$ cat src/rtl/instr_fetch_buffer.sv
// Instruction fetch stage: sequential imem reads, in-order response FIFO with PC tags,
// valid/ready delivery to the control FSM, and redirect with drain of stale responses.
module instr_fetch_buffer #(
   parameter int unsigned          PC_WIDTH = 64,
   parameter int unsigned          DEPTH    = 2,
   parameter logic [PC_WIDTH-1:0]  RESET_PC = '0
) (
   input  logic                         clk,
   input  logic                         reset,
   input  logic                         redirect,
   input  logic [PC_WIDTH-1:0]          redirect_pc,
   output logic                         imem_req,
   output logic [PC_WIDTH-1:0]          imem_addr,
   input  logic                         imem_rvalid,
   input  logic [31:0]                  imem_rdata,
   output logic                         instr_valid,
   output logic [31:0]                  instr_out,
   output logic [PC_WIDTH-1:0]          instr_pc,
   input  logic                         instr_ready,
   output logic [$clog2(DEPTH+1)-1:0]   outstanding
);

   localparam int unsigned PTR_W = $clog2(DEPTH);
   localparam int unsigned CNT_W = $clog2(DEPTH + 1);
   localparam int unsigned SUM_W = CNT_W + 1;

   typedef enum logic [1:0] {
      ST_IDLE  = 2'd0,
      ST_RUN   = 2'd1,
      ST_DRAIN = 2'd2
   } state_e;

   typedef struct packed {
      logic [31:0]         instr;
      logic [PC_WIDTH-1:0] pc;
   } entry_t;

   state_e              state_q, state_d;
   logic [PC_WIDTH-1:0] fetch_pc_q, fetch_pc_d;
   logic [CNT_W-1:0]    out_q, out_d;
   logic [CNT_W-1:0]    cnt_q, cnt_d;
   logic [PTR_W-1:0]    rd_ptr_q, rd_ptr_d;
   logic [PTR_W-1:0]    wr_ptr_q, wr_ptr_d;
   logic [PTR_W-1:0]    tag_rd_q, tag_rd_d;
   logic [PTR_W-1:0]    tag_wr_q, tag_wr_d;
   entry_t              data_q [DEPTH];
   entry_t              data_d [DEPTH];
   logic [PC_WIDTH-1:0] tag_q  [DEPTH];
   logic [PC_WIDTH-1:0] tag_d  [DEPTH];
   logic                head_valid_q, head_valid_d;
   entry_t              head_q, head_d;

   logic [SUM_W-1:0]    used_c;
   logic                credit_c;
   logic                rsp_ok_c;
   logic                push_c;
   logic                pop_c;

   // State register and all datapath flops
   always_ff @(posedge clk or negedge reset) begin
      if (!reset) begin
         state_q      <= ST_IDLE;
         fetch_pc_q   <= RESET_PC;
         out_q        <= '0;
         cnt_q        <= '0;
         rd_ptr_q     <= '0;
         wr_ptr_q     <= '0;
         tag_rd_q     <= '0;
         tag_wr_q     <= '0;
         head_valid_q <= 1'b0;
         head_q       <= '0;
         for (int i = 0; i < DEPTH; i++) begin
            data_q[i] <= '0;
            tag_q[i]  <= '0;
         end
      end else begin
         state_q      <= state_d;
         fetch_pc_q   <= fetch_pc_d;
         out_q        <= out_d;
         cnt_q        <= cnt_d;
         rd_ptr_q     <= rd_ptr_d;
         wr_ptr_q     <= wr_ptr_d;
         tag_rd_q     <= tag_rd_d;
         tag_wr_q     <= tag_wr_d;
         head_valid_q <= head_valid_d;
         head_q       <= head_d;
         for (int i = 0; i < DEPTH; i++) begin
            data_q[i] <= data_d[i];
            tag_q[i]  <= tag_d[i];
         end
      end
   end

   // Request issue: credit counts both buffered entries and reads still in flight
   always_comb begin
      used_c    = SUM_W'(cnt_q) + SUM_W'(out_q);
      credit_c  = used_c < SUM_W'(DEPTH);
      imem_req  = (state_q == ST_RUN) && credit_c && !redirect;
      imem_addr = fetch_pc_q;
   end

   // Next-state logic
   always_comb begin
      state_d = state_q;
      unique case (state_q)
         ST_IDLE:  state_d = ST_RUN;
         ST_RUN: begin
            if (redirect && (out_d != '0)) state_d = ST_DRAIN;
         end
         ST_DRAIN: begin
            if (redirect)           state_d = ST_DRAIN;
            else if (out_d == '0)   state_d = ST_RUN;
         end
         default:  state_d = ST_IDLE;
      endcase
   end

   // Counters, PC, response FIFO and tag FIFO
   always_comb begin
      rsp_ok_c = imem_rvalid && (out_q != '0);
      push_c   = rsp_ok_c && (state_q == ST_RUN) && !redirect;
      pop_c    = head_valid_q && instr_ready && !redirect;

      fetch_pc_d = fetch_pc_q;
      out_d      = out_q;
      cnt_d      = cnt_q;
      rd_ptr_d   = rd_ptr_q;
      wr_ptr_d   = wr_ptr_q;
      tag_rd_d   = tag_rd_q;
      tag_wr_d   = tag_wr_q;
      for (int i = 0; i < DEPTH; i++) begin
         data_d[i] = data_q[i];
         tag_d[i]  = tag_q[i];
      end

      if (redirect) fetch_pc_d = redirect_pc & ~PC_WIDTH'(3);
      else if (imem_req) fetch_pc_d = fetch_pc_q + PC_WIDTH'(4);

      unique case ({imem_req, rsp_ok_c})
         2'b10:   out_d = out_q + CNT_W'(1);
         2'b01:   out_d = out_q - CNT_W'(1);
         default: out_d = out_q;
      endcase

      if (imem_req) begin
         tag_d[tag_wr_q] = fetch_pc_q;
         tag_wr_d        = tag_wr_q + PTR_W'(1);
      end

      if (push_c) begin
         data_d[wr_ptr_q] = '{instr: imem_rdata, pc: tag_q[tag_rd_q]};
         wr_ptr_d         = wr_ptr_q + PTR_W'(1);
         tag_rd_d         = tag_rd_q + PTR_W'(1);
      end
      if (pop_c) rd_ptr_d = rd_ptr_q + PTR_W'(1);

      unique case ({push_c, pop_c})
         2'b10:   cnt_d = cnt_q + CNT_W'(1);
         2'b01:   cnt_d = cnt_q - CNT_W'(1);
         default: cnt_d = cnt_q;
      endcase

      // Flush wins over everything else in the same cycle
      if (redirect) begin
         cnt_d    = '0;
         rd_ptr_d = '0;
         wr_ptr_d = '0;
         tag_rd_d = '0;
         tag_wr_d = '0;
      end

      head_valid_d = (cnt_d != '0);
      head_d       = head_valid_d ? data_d[rd_ptr_d] : '0;
   end

   assign instr_valid = head_valid_q;
   assign instr_out   = head_q.instr;
   assign instr_pc    = head_q.pc;
   assign outstanding = out_q;

endmodule

$ cat config.mk
export PLATFORM = sky130hd
export DESIGN_NAME = instr_fetch_buffer
export DESIGN_NICKNAME = d
export VERILOG_FILES = /design/src/rtl/instr_fetch_buffer.sv
export SDC_FILE = /design/constraint.sdc
export NUM_CORES = 1
export LEC_CHECK = 0
export BUFFER_PORTS_ARGS = -buffer_cell sky130_fd_sc_hd__buf_4
export CAP_MARGIN = 10
export CORE_MARGIN = 2
export CORE_UTILIZATION = 52
export CTS_CLUSTER_SIZE = 28
export DETAILED_ROUTE_END_ITERATION = 10
export GPL_TIMING_DRIVEN = 0
export PLACE_DENSITY = 0.86
export SYNTH_ARGS = -nofsm -noshare
export SYNTH_HDL_FRONTEND = slang
export SYNTH_SLANG_ARGS = --single-unit
$ cat constraint.sdc
create_clock -name clk -period 3.2 [get_ports clk]
set_clock_uncertainty 0.05 [all_clocks]
set_input_delay 0.16 -clock clk [delete_from_list [all_inputs] [get_ports clk]]
set_output_delay 0.16 -clock clk [all_outputs]
set_load 0.02 [all_outputs]
; After elaboration in Yosys (flattened, before gate mapping)
; Index checks and enable logic that the tools add are counted.
[word_totals]
in_bits = 101
out_inout_bits = 164
register_bits = 491
[classes]
n_mux = 31
bitwise = 4
add_sub_neg = 10
reduce_logical = 19
order_cmp = 7
n_eq_ne = 8
[op_table]
columns = operator, count
row1 = 2-to-1 mux 96 bit, 5
row2 = 2-to-1 mux 64 bit, 6
row3 = bitwise mux 192 bit, 1
row4 = 2-to-1 mux 192 bit, 1
row5 = bitwise mux 128 bit, 1
row6 = demux 96 bit (select 1 bit), 1
row7 = adder 64 x 3 -> 64 bit (second input constant), 1
row8 = demux 64 bit (select 1 bit), 1
row9 = logical AND 1 bit, 10
row10 = nonzero test 2 bit, 5
row11 = >= comparator 2 bit (second input constant), 4
row12 = 2-to-1 mux 1 bit, 8
row13 = 2-to-1 mux 2 bit, 4
row14 = inverter 1 -> 2 bit, 4
row15 = one-hot mux 2 bit (2 select lines), 2
row16 = == test 2 x 1 -> 1 bit (second input constant), 3
row17 = == test 2 bit (second input constant), 3
row18 = one-hot mux 2 bit (3 select lines), 1
row19 = adder 1 bit (second input constant), 4
row20 = adder 2 x 1 -> 2 bit (second input constant), 2
row21 = logical NOT 2 bit, 2
row22 = less-than comparator 2 x 1 -> 1 bit (second input constant), 2
row23 = subtractor 2 x 1 -> 2 bit (second input constant), 2
row24 = adder 2 x 2 -> 3 bit, 1
row25 = 5 further kinds, 5

; Logic depth before layout (Yosys ltp)
[logic_depth]
ltp_word = 11
depth_mapped = 13
ltp_nobuf = 11

; Worst setup path before layout
; OpenSTA, ideal clock, no wires.
[synth_timing]
path_type = reg-to-reg
from = register out_q[0], in the netlist outstanding[0]
to = register fetch_pc_q[58], in the netlist imem_addr[58]
required_time_ps = 3068
synth_period_minus_slack_ps = 3644
path_stages_with_launch = 11
t_arrival_ps = 3513
path_slack_ps = -444
cell_sequence = dfrtp_1 > and2_1 > fa_1 > or4b_1 > buf_2 > or4_4 > buf_6 > or4b_1 > buf_2 > or3_1 > a31oi_1
[synth_between]
elab_chain_cells = 5
[synth_lines]
columns = item, line_no
row1 = "start, declared", 40  ; logic [CNT_W-1:0] out_q, out_d;
row2 = "start signal, assigned", 79  ; out_q <= out_d;
row3 = adder 2 x 2 -> 3 bit, 96  ; used_c = SUM_W'(cnt_q) + SUM_W'(out_q);
row4 = less-than comparator 3 x 2 -> 1 bit, 97  ; credit_c = used_c < SUM_W'(DEPTH);
row5 = logical AND 1 bit (2 in series), 98  ; imem_req = (state_q == ST_RUN) && credit_c && !redirect;
row6 = nonzero test 2 bit (no source line), -
row7 = "end signal, assigned", 78  ; fetch_pc_q <= fetch_pc_d;
row8 = "end, declared", 39  ; logic [PC_WIDTH-1:0] fetch_pc_q, fetch_pc_d;
; No other way between the ends.
; A chain may end at the register's enable or synchronous reset.

; Worst setup path in the final report
[layout_timing]
from = register out_q[0], in the netlist outstanding[0]
to = register fetch_pc_q[57], in the netlist imem_addr[57]
; Same word-level chain as after synthesis.

==> key figures <==
Worst setup path
  – CP endpoint: imem_addr[57]
  – Critical path class: reg -> reg
  – Reg-to-reg endpoint: imem_addr[57]
  – Crit path DAT: 3910 ps
  – WP data required: 3650 ps
  – Startpoint types: flop
  – R2R setup slack: -260 ps
  – Crit-path max FO: 6
  – Timing startpoint of the critical path: outstanding[0]
  – Worst Reg-to-Reg Cells: 8
  – Worst setup EP type: flop
  – Worst R2R Start: outstanding[0]

Synth
  – Area share of the leading cell type in the synthesized netlist: 0.593
  – Synth Area in Adders: 0.00281
  – Syn Area/Cell: between 10 and 15 um2
  – Synth Flop Type: dfrtp_1
  – Main combinational cell family by area after synthesis: multiplexers
  – Yosys synthesis warning count: 0
  – Synth Area in Compound Gates: 0.0970
  – Simple-gate area share of the yosys netlist: 0.0995
  – Seq/Total Area, Yosys: 0.593
  – Ranking of synthesized cells by area: dfrtp_1 59%, mux2_2 8.5%, mux2i_1 4.8%
  – Ys async rst share: 1.00
  – Post-synthesis cell type count: 49
  – #FFs+latches synth: 485
  – Syn Inst Count: 1809
  – Synthesized area: approximately 20000 um2
  – Post-synthesis xor/xnor area fraction: 0.0218
  – Post-synthesis mux area share: 0.134
  – Largest area contributor in the synthesized netlist: dfrtp_1
  – Number of flops mapped to enable cells by yosys: 0

Pwr
  – PnR Total Power: 22.5 mW
  – Leakage: around 13 nW
  – PwrDens: about 860 nW/um2
  – Peak supply drop: 0.514 mV

Floorplan
  – Die area: 40900 um2
  – Row count: 72
  – Initial core utilization: 0.528
  – Core area: 38700 um2
  – IO Pins: 265
  – Die span in x: ~200 um
  – Die Y: ~200 um

GRT
  – Total gr overflow: 0
  – Largest net degree at the start of global routing: 133
  – Total Routing Usage GR: 0.293
  – Number of antenna violations at the first check in global routing: 2
  – First-pass GRT wire length: about 93 mm
  – Vias in the first global route: 16.7k

Timing
  – Minimum clock period: 3460 ps
  – Max-slew violation count: 0
  – Worst Tran Pin Value: 1070 ps
  – Setup WS post-layout: -265 ps
  – RSZ-0062 raised after global routing: true
  – Period utilization: 1.08
  – Final hold viol count: 0
  – Setup-failing EPs final: 13
  – Max Fclk: between 200 and 300 MHz
  – Headroom to the max-slew limit: 0.280

Clock network
  – Clock sinks: 485
  – Clk_lat worst skew: 590 ps
  – H-Tree Depth: 2
  – CTS tree: built
  – Root Driver: clkbuf_16
  – Clock slew at reported path FFs: 60 ps
  – Num CTS Buffers: 49
  – Max clock buf depth: 3

Flow run
  – Max_cap viols: 0

Route
  – Initial drt markers: between 1k and 1.5k
  – Post-route ant nets: 0
  – Via Count: about 16k
  – DRC: 0
  – Routed WL per cell: 21.6 um
  – Final WL: 60.5 mm
  – Pre-antenna DRT Iters: 5
  – Via density: slightly below 6

Status
  – Failing checks: negative setup slack
  – Status: finished, violations left

Worst hold path
  – Hold Path Class: in -> reg

Layout
  – P&R area growth vs syn: 27.8%
  – Multi-input logic area: 7420 um2
  – FF+latch area: 12100 um2
  – Fillers: 2674
  – Fin nets: 2341
  – Share of layout cells above drive strength 1: 0.260

Placement
  – Worst slack, placed: -2170 ps
  – GPL Wtd Cong: 0.854
  – Post-DP HPWL: ~38 mm
  – # port buffers: 260
[per-stage QoR]
stage               instances  setup TNS [ps]  hold slack (ps)  utilization  cell area [um2]
floorplan                1810           -6260             -186            -            20500
global placement         2588        -1588750              321        0.596            23100
detailed placement       2591         -274730              257        0.599            23200
CTS                      2790           -3830              143        0.672            26000
global route             2794           -2870             95.4        0.675            26200
finish                   2794           -1650             94.1        0.675            26200
[registers in the layout (all words and copies together) (netlist names)]
signal       count
tag_rd_q         1
tag_q          124
instr_pc        64
instr_out       32
data_q         192
instr_valid      1
tag_wr_q         1
wr_ptr_q         1
imem_addr       62
outstanding      2
state_q          2
cnt_q            2
rd_ptr_q         1
[cell type report]
cell class | instances | share of cell area
diodes | 1 | 0.0000957
plain buffers | 108 | 0.0188
clock buffers | 73 | 0.0553
clock inverters | 17 | 0.00780
inverters | 164 | 0.0235
multi-input cells | 1048 | 0.284
flip-flops and latches | 485 | 0.464
well taps | 518 | 0.0248
repair buffers | 380 | 0.122
[how the worst min path moves through the flow]
stage / start / end / slack, ps / cells past startpoint
after detailed placement: reset / instr_pc[32] / 260 / 1
after CTS: imem_rvalid / outstanding[0] / 140 / 5
after global routing: imem_rvalid / tag_rd_q / 100 / 5
after floorplan: reset / cnt_q[0] / -190 / 0
after global placement: redirect_pc[11] / imem_addr[11] / 320 / 3
final: imem_rvalid / tag_rd_q / 90 / 5
[per-layer routing]
layer  up-vias  part of all wire  global-route usage  wire length (um)
li1       7031                 -                   -                 -
met3       186             0.070              0.0497              4260
met4         0             0.052               0.161              3150
met1      8090              0.39               0.377             23700
met5         -                 0                   0                 0
met2       790              0.48               0.477             29300
[report_power, final]
part | total [mW] | internal, mW | switching (mW)
sequential | 9.48 | 8.39 | 1.09
clock | 5.85 | 3.39 | 2.46
combinational | 7.20 | 3.23 | 3.97
[what timing repair did]
item,in CTS,in global routing
pin swaps,10,18
setup buffers,15,6
setup endpoints to repair,377,296
resized for setup,50,53
endpoints found under the hold margin,280,0
hold buffers,96,0
[cell usage in the layout, fill, tap and decap left out, types with 13 or more instances in the layout]
cell type | synthesis | final
mux2_2 | 155 | 155
mux2i_1 | 99 | 99
xor2_1 | 19 | 18
dfrtp_1 | 485 | 483
dlygate4sd3_1 | 0 | 96
nand3_1 | 62 | 62
clkbuf_8 | 0 | 14
a31oi_1 | 14 | 13
buf_1 | 20 | 18
buf_4 | 2 | 279
nand2_1 | 82 | 81
inv_1 | 163 | 162
nor4_1 | 22 | 18
clkbuf_2 | 0 | 24
clkbuf_16 | 0 | 49
xnor2_1 | 32 | 32
nor3_1 | 15 | 13
o21ai_0 | 91 | 85
clkbuf_1 | 86 | 60
a21o_1 | 124 | 124
nand4_1 | 20 | 20
nor2_1 | 163 | 159
o22ai_1 | 62 | 62
[synthesized netlist by cell type, types with 32 or more instances]
master,n
nand3_1,62
o22ai_1,62
o21ai_0,91
nand2_1,82
xnor2_1,32
nor2_1,163
mux2i_1,99
clkbuf_1,86
a21o_1,124
dfrtp_1,485
inv_1,163
mux2_2,155
[logic make-up after synthesis]
logic type                 after synthesis
xor gates and xnor gates                51
other                                    1
adders and majority gates                4
muxes                                  254
DFF                                    485
and+or+nand+nor                        430
AOI/OAI and AO/OA                      307
buffers and inverters                  277
[worst max-delay path, stage by stage, from the launching register on]
cell     delay [ps]
dfrtp_2         400
and2_4          160
fa_1            480
or4b_4          580
or3_4           440
or4b_4          530
buf_8           160
or3_4           390
a31oi_4         180
Note: power is estimated with default switching activity, not from simulation.
